==> src/rtl/am9514_sched_pkg.sv <==
// Shared types and ring-address helper for the CAI job sequencer.
package am9514_sched_pkg;

   typedef enum logic [2:0] {
      IDLE,
      FETCH,
      EXEC,
      WCOMP,
      DOORBELL
   } sched_state_e;

   localparam int unsigned DESC_BYTES_DEF = 64;
   localparam int unsigned COMP_BYTES_DEF = 16;

   // Strides are powers of two, so the multiply collapses to a shift.
   function automatic logic [63:0] ring_addr(input logic [63:0] base,
                                             input logic [31:0] idx,
                                             input logic [31:0] mask,
                                             input int unsigned stride_log2);
      logic [63:0] off;
      off = {32'd0, idx & mask} << stride_log2;
      return base + off;
   endfunction

endpackage

==> src/rtl/cai_ring_ptr.sv <==
// Free-running 32-bit ring index with a registered, masked byte address.
module cai_ring_ptr
   import am9514_sched_pkg::*;
#(
   parameter int unsigned STRIDE_LOG2 = 6
) (
   input  logic        clk,
   input  logic        rst,
   input  logic        advance,
   input  logic        hold,
   input  logic [63:0] base,
   input  logic [31:0] mask,
   output logic [63:0] addr
);

   logic [31:0] idx;

   // addr is frozen while the consumer holds a request open on it.
   always_ff @(posedge clk or posedge rst) begin
      if (rst) begin
         idx  <= '0;
         addr <= '0;
      end else begin
         if (advance) idx <= idx + 32'd1;
         if (!hold) addr <= ring_addr(base, idx, mask, STRIDE_LOG2);
      end
   end

endmodule

==> src/rtl/am9514_cai_sched.sv <==
// In-order job sequencer: submit doorbells -> descriptor fetch -> engine ->
// completion write -> completion doorbell / irq.
//
// state    | meaning
// IDLE     | waiting for enable and a pending descriptor
// FETCH    | descriptor fetch request held until fetch_ready
// EXEC     | engine running the job, waiting for exec_done
// WCOMP    | completion-record write held until cwr_ready
// DOORBELL | one-cycle completion doorbell, irq set if enabled
module am9514_cai_sched
   import am9514_sched_pkg::*;
#(
   parameter int unsigned DESC_BYTES = DESC_BYTES_DEF,
   parameter int unsigned COMP_BYTES = COMP_BYTES_DEF,
   parameter int unsigned PEND_W     = 16
) (
   input  logic              clk,
   input  logic              rst,
   input  logic              enable,
   input  logic              submit_doorbell,
   input  logic [63:0]       submit_desc_base,
   input  logic [31:0]       submit_ring_mask,
   input  logic [63:0]       comp_base,
   input  logic [31:0]       comp_ring_mask,
   input  logic              irq_enable,
   input  logic              irq_clr,
   output logic              fetch_valid,
   output logic [63:0]       fetch_addr,
   input  logic              fetch_ready,
   input  logic              exec_done,
   input  logic [15:0]       exec_status,
   output logic              cwr_valid,
   output logic [63:0]       cwr_addr,
   input  logic              cwr_ready,
   output logic              comp_doorbell,
   output logic              irq,
   output logic              busy,
   output logic [PEND_W-1:0] pending,
   output logic              overflow,
   output logic [15:0]       err_count
);

   localparam int unsigned DESC_LOG2 = $clog2(DESC_BYTES);
   localparam int unsigned COMP_LOG2 = $clog2(COMP_BYTES);

   sched_state_e state, state_n;
   logic         fetch_hs;
   logic         cwr_hs;
   logic [32:0]  ring_cap;
   logic         pend_full;

   assign fetch_hs  = fetch_valid & fetch_ready;
   assign cwr_hs    = cwr_valid & cwr_ready;
   assign ring_cap  = {1'b0, submit_ring_mask} + 33'd1;
   assign pend_full = (33'(pending) == ring_cap) || (pending == {PEND_W{1'b1}});
   assign busy      = (state != IDLE);

   cai_ring_ptr #(.STRIDE_LOG2(DESC_LOG2)) u_submit_ptr (
      .clk     (clk),
      .rst     (rst),
      .advance (fetch_hs),
      .hold    (fetch_valid),
      .base    (submit_desc_base),
      .mask    (submit_ring_mask),
      .addr    (fetch_addr)
   );

   cai_ring_ptr #(.STRIDE_LOG2(COMP_LOG2)) u_comp_ptr (
      .clk     (clk),
      .rst     (rst),
      .advance (cwr_hs),
      .hold    (cwr_valid),
      .base    (comp_base),
      .mask    (comp_ring_mask),
      .addr    (cwr_addr)
   );

   // A doorbell coinciding with a fetch handshake nets to zero.
   always_ff @(posedge clk or posedge rst) begin
      if (rst) begin
         pending  <= '0;
         overflow <= 1'b0;
      end else if (submit_doorbell && !fetch_hs) begin
         if (pend_full) overflow <= 1'b1;
         else pending <= pending + PEND_W'(1);
      end else if (!submit_doorbell && fetch_hs) begin
         pending <= pending - PEND_W'(1);
      end
   end

   always_ff @(posedge clk or posedge rst) begin
      if (rst) state <= IDLE;
      else state <= state_n;
   end

   always_comb begin
      state_n       = state;
      fetch_valid   = 1'b0;
      cwr_valid     = 1'b0;
      comp_doorbell = 1'b0;
      unique case (state)
         IDLE:     if (enable && (pending != '0)) state_n = FETCH;
         FETCH: begin
            fetch_valid = 1'b1;
            if (fetch_ready) state_n = EXEC;
         end
         EXEC:     if (exec_done) state_n = WCOMP;
         WCOMP: begin
            cwr_valid = 1'b1;
            if (cwr_ready) state_n = DOORBELL;
         end
         DOORBELL: begin
            comp_doorbell = 1'b1;
            state_n       = IDLE;
         end
         default:  state_n = IDLE;
      endcase
   end

   // Set has priority over clear so a completion is never lost.
   always_ff @(posedge clk or posedge rst) begin
      if (rst) begin
         irq       <= 1'b0;
         err_count <= '0;
      end else begin
         if (state == DOORBELL && irq_enable) irq <= 1'b1;
         else if (irq_clr) irq <= 1'b0;
         if (state == EXEC && exec_done && exec_status != 16'd0 && err_count != 16'hFFFF)
            err_count <= err_count + 16'd1;
      end
   end

endmodule

==> config.mk <==
export PLATFORM = sky130hd
export DESIGN_NAME = am9514_cai_sched
export DESIGN_NICKNAME = d
export VERILOG_FILES = /design/src/rtl/am9514_sched_pkg.sv /design/src/rtl/cai_ring_ptr.sv /design/src/rtl/am9514_cai_sched.sv
export SDC_FILE = /design/constraint.sdc
export NUM_CORES = 1
export LEC_CHECK = 0
export BUFFER_PORTS_ARGS = -buffer_cell sky130_fd_sc_hd__buf_2
export CAP_MARGIN = 20
export CORE_MARGIN = 3
export CORE_UTILIZATION = 49
export CTS_CLUSTER_DIAMETER = 120
export CTS_CLUSTER_SIZE = 25
export DETAILED_ROUTE_END_ITERATION = 16
export HOLD_SLACK_MARGIN = 0.05
export PLACE_DENSITY = 0.89
export SKIP_CTS_REPAIR_TIMING = 1
export SYNTH_ARGS = -nofsm -noshare
export SYNTH_HDL_FRONTEND = slang
export SYNTH_SLANG_ARGS = --single-unit
export TNS_END_PERCENT = 20
==> constraint.sdc <==
create_clock -name clk -period 7.5 [get_ports clk]
set_input_delay 1.125 -clock clk [delete_from_list [all_inputs] [get_ports clk]]
set_output_delay 1.125 -clock clk [all_outputs]
set_load 0.01 [all_outputs]
==> reports/metrics.csv <==
stage,metric,value,unit
clocking,CTS tree,built,
floorplan,row cnt,63,
setup_path,CP max FO,16,
setup_path,reg2reg start,state[1],
floorplan,Die Area,32400,um2
clocking,cts bufs inserted,13,
global_route,largest net degree at the start of global routing,122,
sta,"Slew Viols, Final",0,
pwr,sw power,1.95,mW
placed_design,DP Wirelength,34600,um
yosys,number of synthesized register bits,229,
finish,antenna fix cells,0,
yosys,asr flop ratio synth,100,%
placed_design,gpl congestion,0.953,
sta,final hold viol count,0,
setup_path,Top delay family on crit path,simple AND/OR/NAND/NOR gates,
global_route,GR Util All Layers,25.5,%
worst_hold_path,Worst Hold End,u_comp_ptr.idx[31],
clocking,Worst-Skew Late Latency,0.48,ns
floorplan,Initial Utilization,49.9,%
finish,Seq. cell area,5730,um2
drt,Remaining DRCs,0,
finish,"commonest cells after routing, fill and taps aside","buf_2, dfrtp_1, nand2_1",
pwr,Leak,8.09,nW
sta,Setup-failing EPs final,0,
clocking,clock buffer depth,3,
pwr,Sw Ratio,40.5,%
finish,"Design Area, Final",17400,um2
setup_path,worst path arrival time,4.70,ns
global_route,initial antenna violation count,2,
clocking,H-tree depth,1,
worst_hold_path,hold_sp,u_comp_ptr.idx[31],
floorplan,die height,180,um
setup_path,CP cell instances,"buf_2, nand4bb_1, nand2_1, ha_1, nor2b_1, o31a_1, o211ai_1, a21boi_0, o31a_1, or4_1, a31o_2, a21oi_1, xnor2_1, mux2_2",
floorplan,Die Width,180,um
yosys,Main synth FF type,dfrtp_1,
yosys,Unique masters post-synth,79,
sta,unrepaired setup endpoints after global routing,no,
setup_path,CP most frequent cell,o31a_1,
pwr,pwr/cell area,276,nW/um2
yosys,synth warn,0,
yosys,multiplexer share of the synthesized area,2.95,%
setup_path,CP max-delay cell,nand2_1,
yosys,post-synthesis adder-cell area fraction,7.32,%
worst_hold_path,worst min path class,register to register,
global_route,vias in the first global route,13500,
yosys,XOR/XNOR Fraction of Synth Area,13.3,%
floorplan,core area,29700,um2
finish,Area Overhead vs Synth,17.6,%
status,status,finished clean,
finish,nets,2298,
finish,Final Core Density,58.7,%
yosys,largest family of logic cells by synthesized area,simple AND/OR/NAND/NOR gates,
pwr,Flop pwr share,41.2,%
flow_run,max cap viols,0,
pwr,Clk network pwr share,15.4,%
yosys,Yosys top cell by area,dfrtp_1,
pwr,peak supply drop,0.246,mV
setup_path,CP endpoint kind,register,
drt,Final ANT Viol Nets,0,
sta,Slew headroom,30.9,%
yosys,post-synth top area share,38.6,%
setup_path,Worst Path Buf+Inv,1,
sta,"Period Utilization, post-route",57.8,%
setup_path,R2R Setup Slk,3.37,ns
finish,Filler cells,2545,
pwr,combinational power share,43.4,%
clocking,"Clk pin slew, worst setup/hold paths",0.10,ns
placed_design,PortBufs,382,
pwr,Pint,2.86,mW
yosys,Synth Area in Compound Gates,13.5,%
finish,multi-input logic area,8780,um2
drt,Via density,5.73,
drt,TritonRoute pass-1 iters,5,
sta,final critical delay including setup and external delays,4.33,ns
drt,detailed-route via count,13700,
sta,Layout Skew,0.0143,ns
setup_path,CP max stage delay,0.57,ns
yosys,main area contributors after synthesis,"dfrtp_1, xnor2_1, ha_1, nand2_1, xor2_1",
setup_path,startpoint type of the worst setup path,input port,
clocking,CTS Root Cell,clkbuf_16,
global_route,gr ovfl total,0,
drt,Iter 0 DRT Violations,930,
yosys,simple-gate share of the synthesized area,22.0,%
clocking,clock sink count,229,
finish,share of post-route cells with drive strength above 1,23.3,%
worst_hold_path,Hold Path Cell Cnt,1,
drt,Routed WL per cell,18.3,um
yosys,"Seq/Total Area, Yosys",38.6,%
sta,post-route setup TNS,0,ns
setup_path,CP Class,input port to register,
sta,worst slew pin tran,1.04,ns
setup_path,Reg-to-Reg End,pending[14],
yosys,Syn Inst Count,1639,
placed_design,"Cell Area, Placed",17100,um2
yosys,mapped cell area,14800,um2
yosys,Post-synth EDFFs,0,
global_route,first-pass GRT wire length,69300,um
finish,"commonest non-fill, non-tap cell in the layout",buf_2,
sta,fmax,0.231,GHz
floorplan,I/O Pins,383,
drt,WL final,43600,um
yosys,Syn Nets,1941,
setup_path,Worst EP required,7.87,ns
yosys,Mean Syn Cell Area,9.05,um2
setup_path,cell depth of the worst flop-to-flop path,13,
cell families (layout without fill, tap and decap cells):
| group | Yosys count | in the layout |
|---|---|---|
| AO/OA/AOI/OAI | 332 | 332 |
| XOR/XNOR | 226 | 226 |
| adder cells (fa/ha/maj) | 85 | 85 |
| buffers and inverters | 79 | 437 |
| flip-flops | 229 | 229 |
| multiplexers | 36 | 36 |
| AND/OR/NAND/NOR | 652 | 652 |
area by class of cell:
class                   instances  area share (%)
multi-input cells            1331            50.3
flip-flops and latches        229            32.8
repair buffers                388            11.2
well taps                     390            2.80
clock buffers                  13            1.86
inverters                      33           0.753
clock inverters                 3           0.179
synthesized netlist by cell type, drive strengths merged, types with 9 or more instances:
library cell  count
dfrtp           229
nand2           223
o21ai           153
xnor2           132
xor2             94
nor2             86
nand3            83
ha               82
and2             74
a21oi            66
clkbuf           39
nand4            38
and3             33
inv              33
nor3             32
mux2             31
a21o             23
nor4             17
a211oi           13
and4             13
nor2b            12
o21a             10
nand2b            9
per-layer routing:
metal	track usage [%]	vias to the layer above	share of wire (%)
met4	9.98	4	4.4
met2	43.8	606	48
met3	3.82	116	6.7
met1	32.7	6482	41
met5	0	-	0.078
li1	-	6472	-
how the worst max path moves through the flow:
stage / from / to / slack (ns) / depth (start not counted)
4_1_cts: fetch_ready / pending[14] / 3.24 / 14
6_report: fetch_ready / pending[14] / 3.17 / 14
3_5_place_dp: fetch_ready / pending[14] / 2.74 / 14
2_1_floorplan: rst / err_count[0] / 0.1 / 1
5_1_grt: fetch_ready / pending[14] / 2.95 / 14
3_3_place_gp: fetch_ready / pending[14] / 2.86 / 14
worst reg2reg max path: stages (launching register included):
cell	delay, ns
dfrtp_1	0.49
nand4bb_1	0.38
nand2_1	0.57
ha_1	0.39
nor2b_1	0.16
o31a_1	0.26
o211ai_1	0.16
a21boi_0	0.15
o31a_1	0.27
or4_1	0.43
a31o_2	0.25
a21oi_1	0.17
xnor2_1	0.08
mux2_2	0.26
flip-flops by register name, indices dropped and copies added, names as in the netlist:
signal / cells
err_count: 16
irq: 1
overflow: 1
pending: 16
state: 3
u_comp_ptr.addr: 64
u_comp_ptr.idx: 32
u_submit_ptr.addr: 64
u_submit_ptr.idx: 32
stage by stage:
stage | instances | power (mW) | setup slack (ns) | hold slack, ns
floorplan | 1639 | 3.26 | 0.0988 | 0.437
global placement | 2371 | 3.99 | 2.86 | 0.452
detailed placement | 2371 | 4.09 | 2.74 | 0.456
CTS | 2387 | 4.84 | 3.24 | 0.474
global route | 2387 | 5.13 | 2.95 | 0.498
finish | 2387 | 4.81 | 3.17 | 0.471
power by group through the flow:
stage               combinational, mW  sequential [mW]  clock, mW
global route                     2.30             2.03      0.801
detailed placement               2.09             2.00          0
CTS                              2.10             1.97      0.764
finish                           2.09             1.98      0.740
floorplan                        1.19             2.07          0
global placement                 2.02             1.97          0
Power figures use the tool's default switching activity.
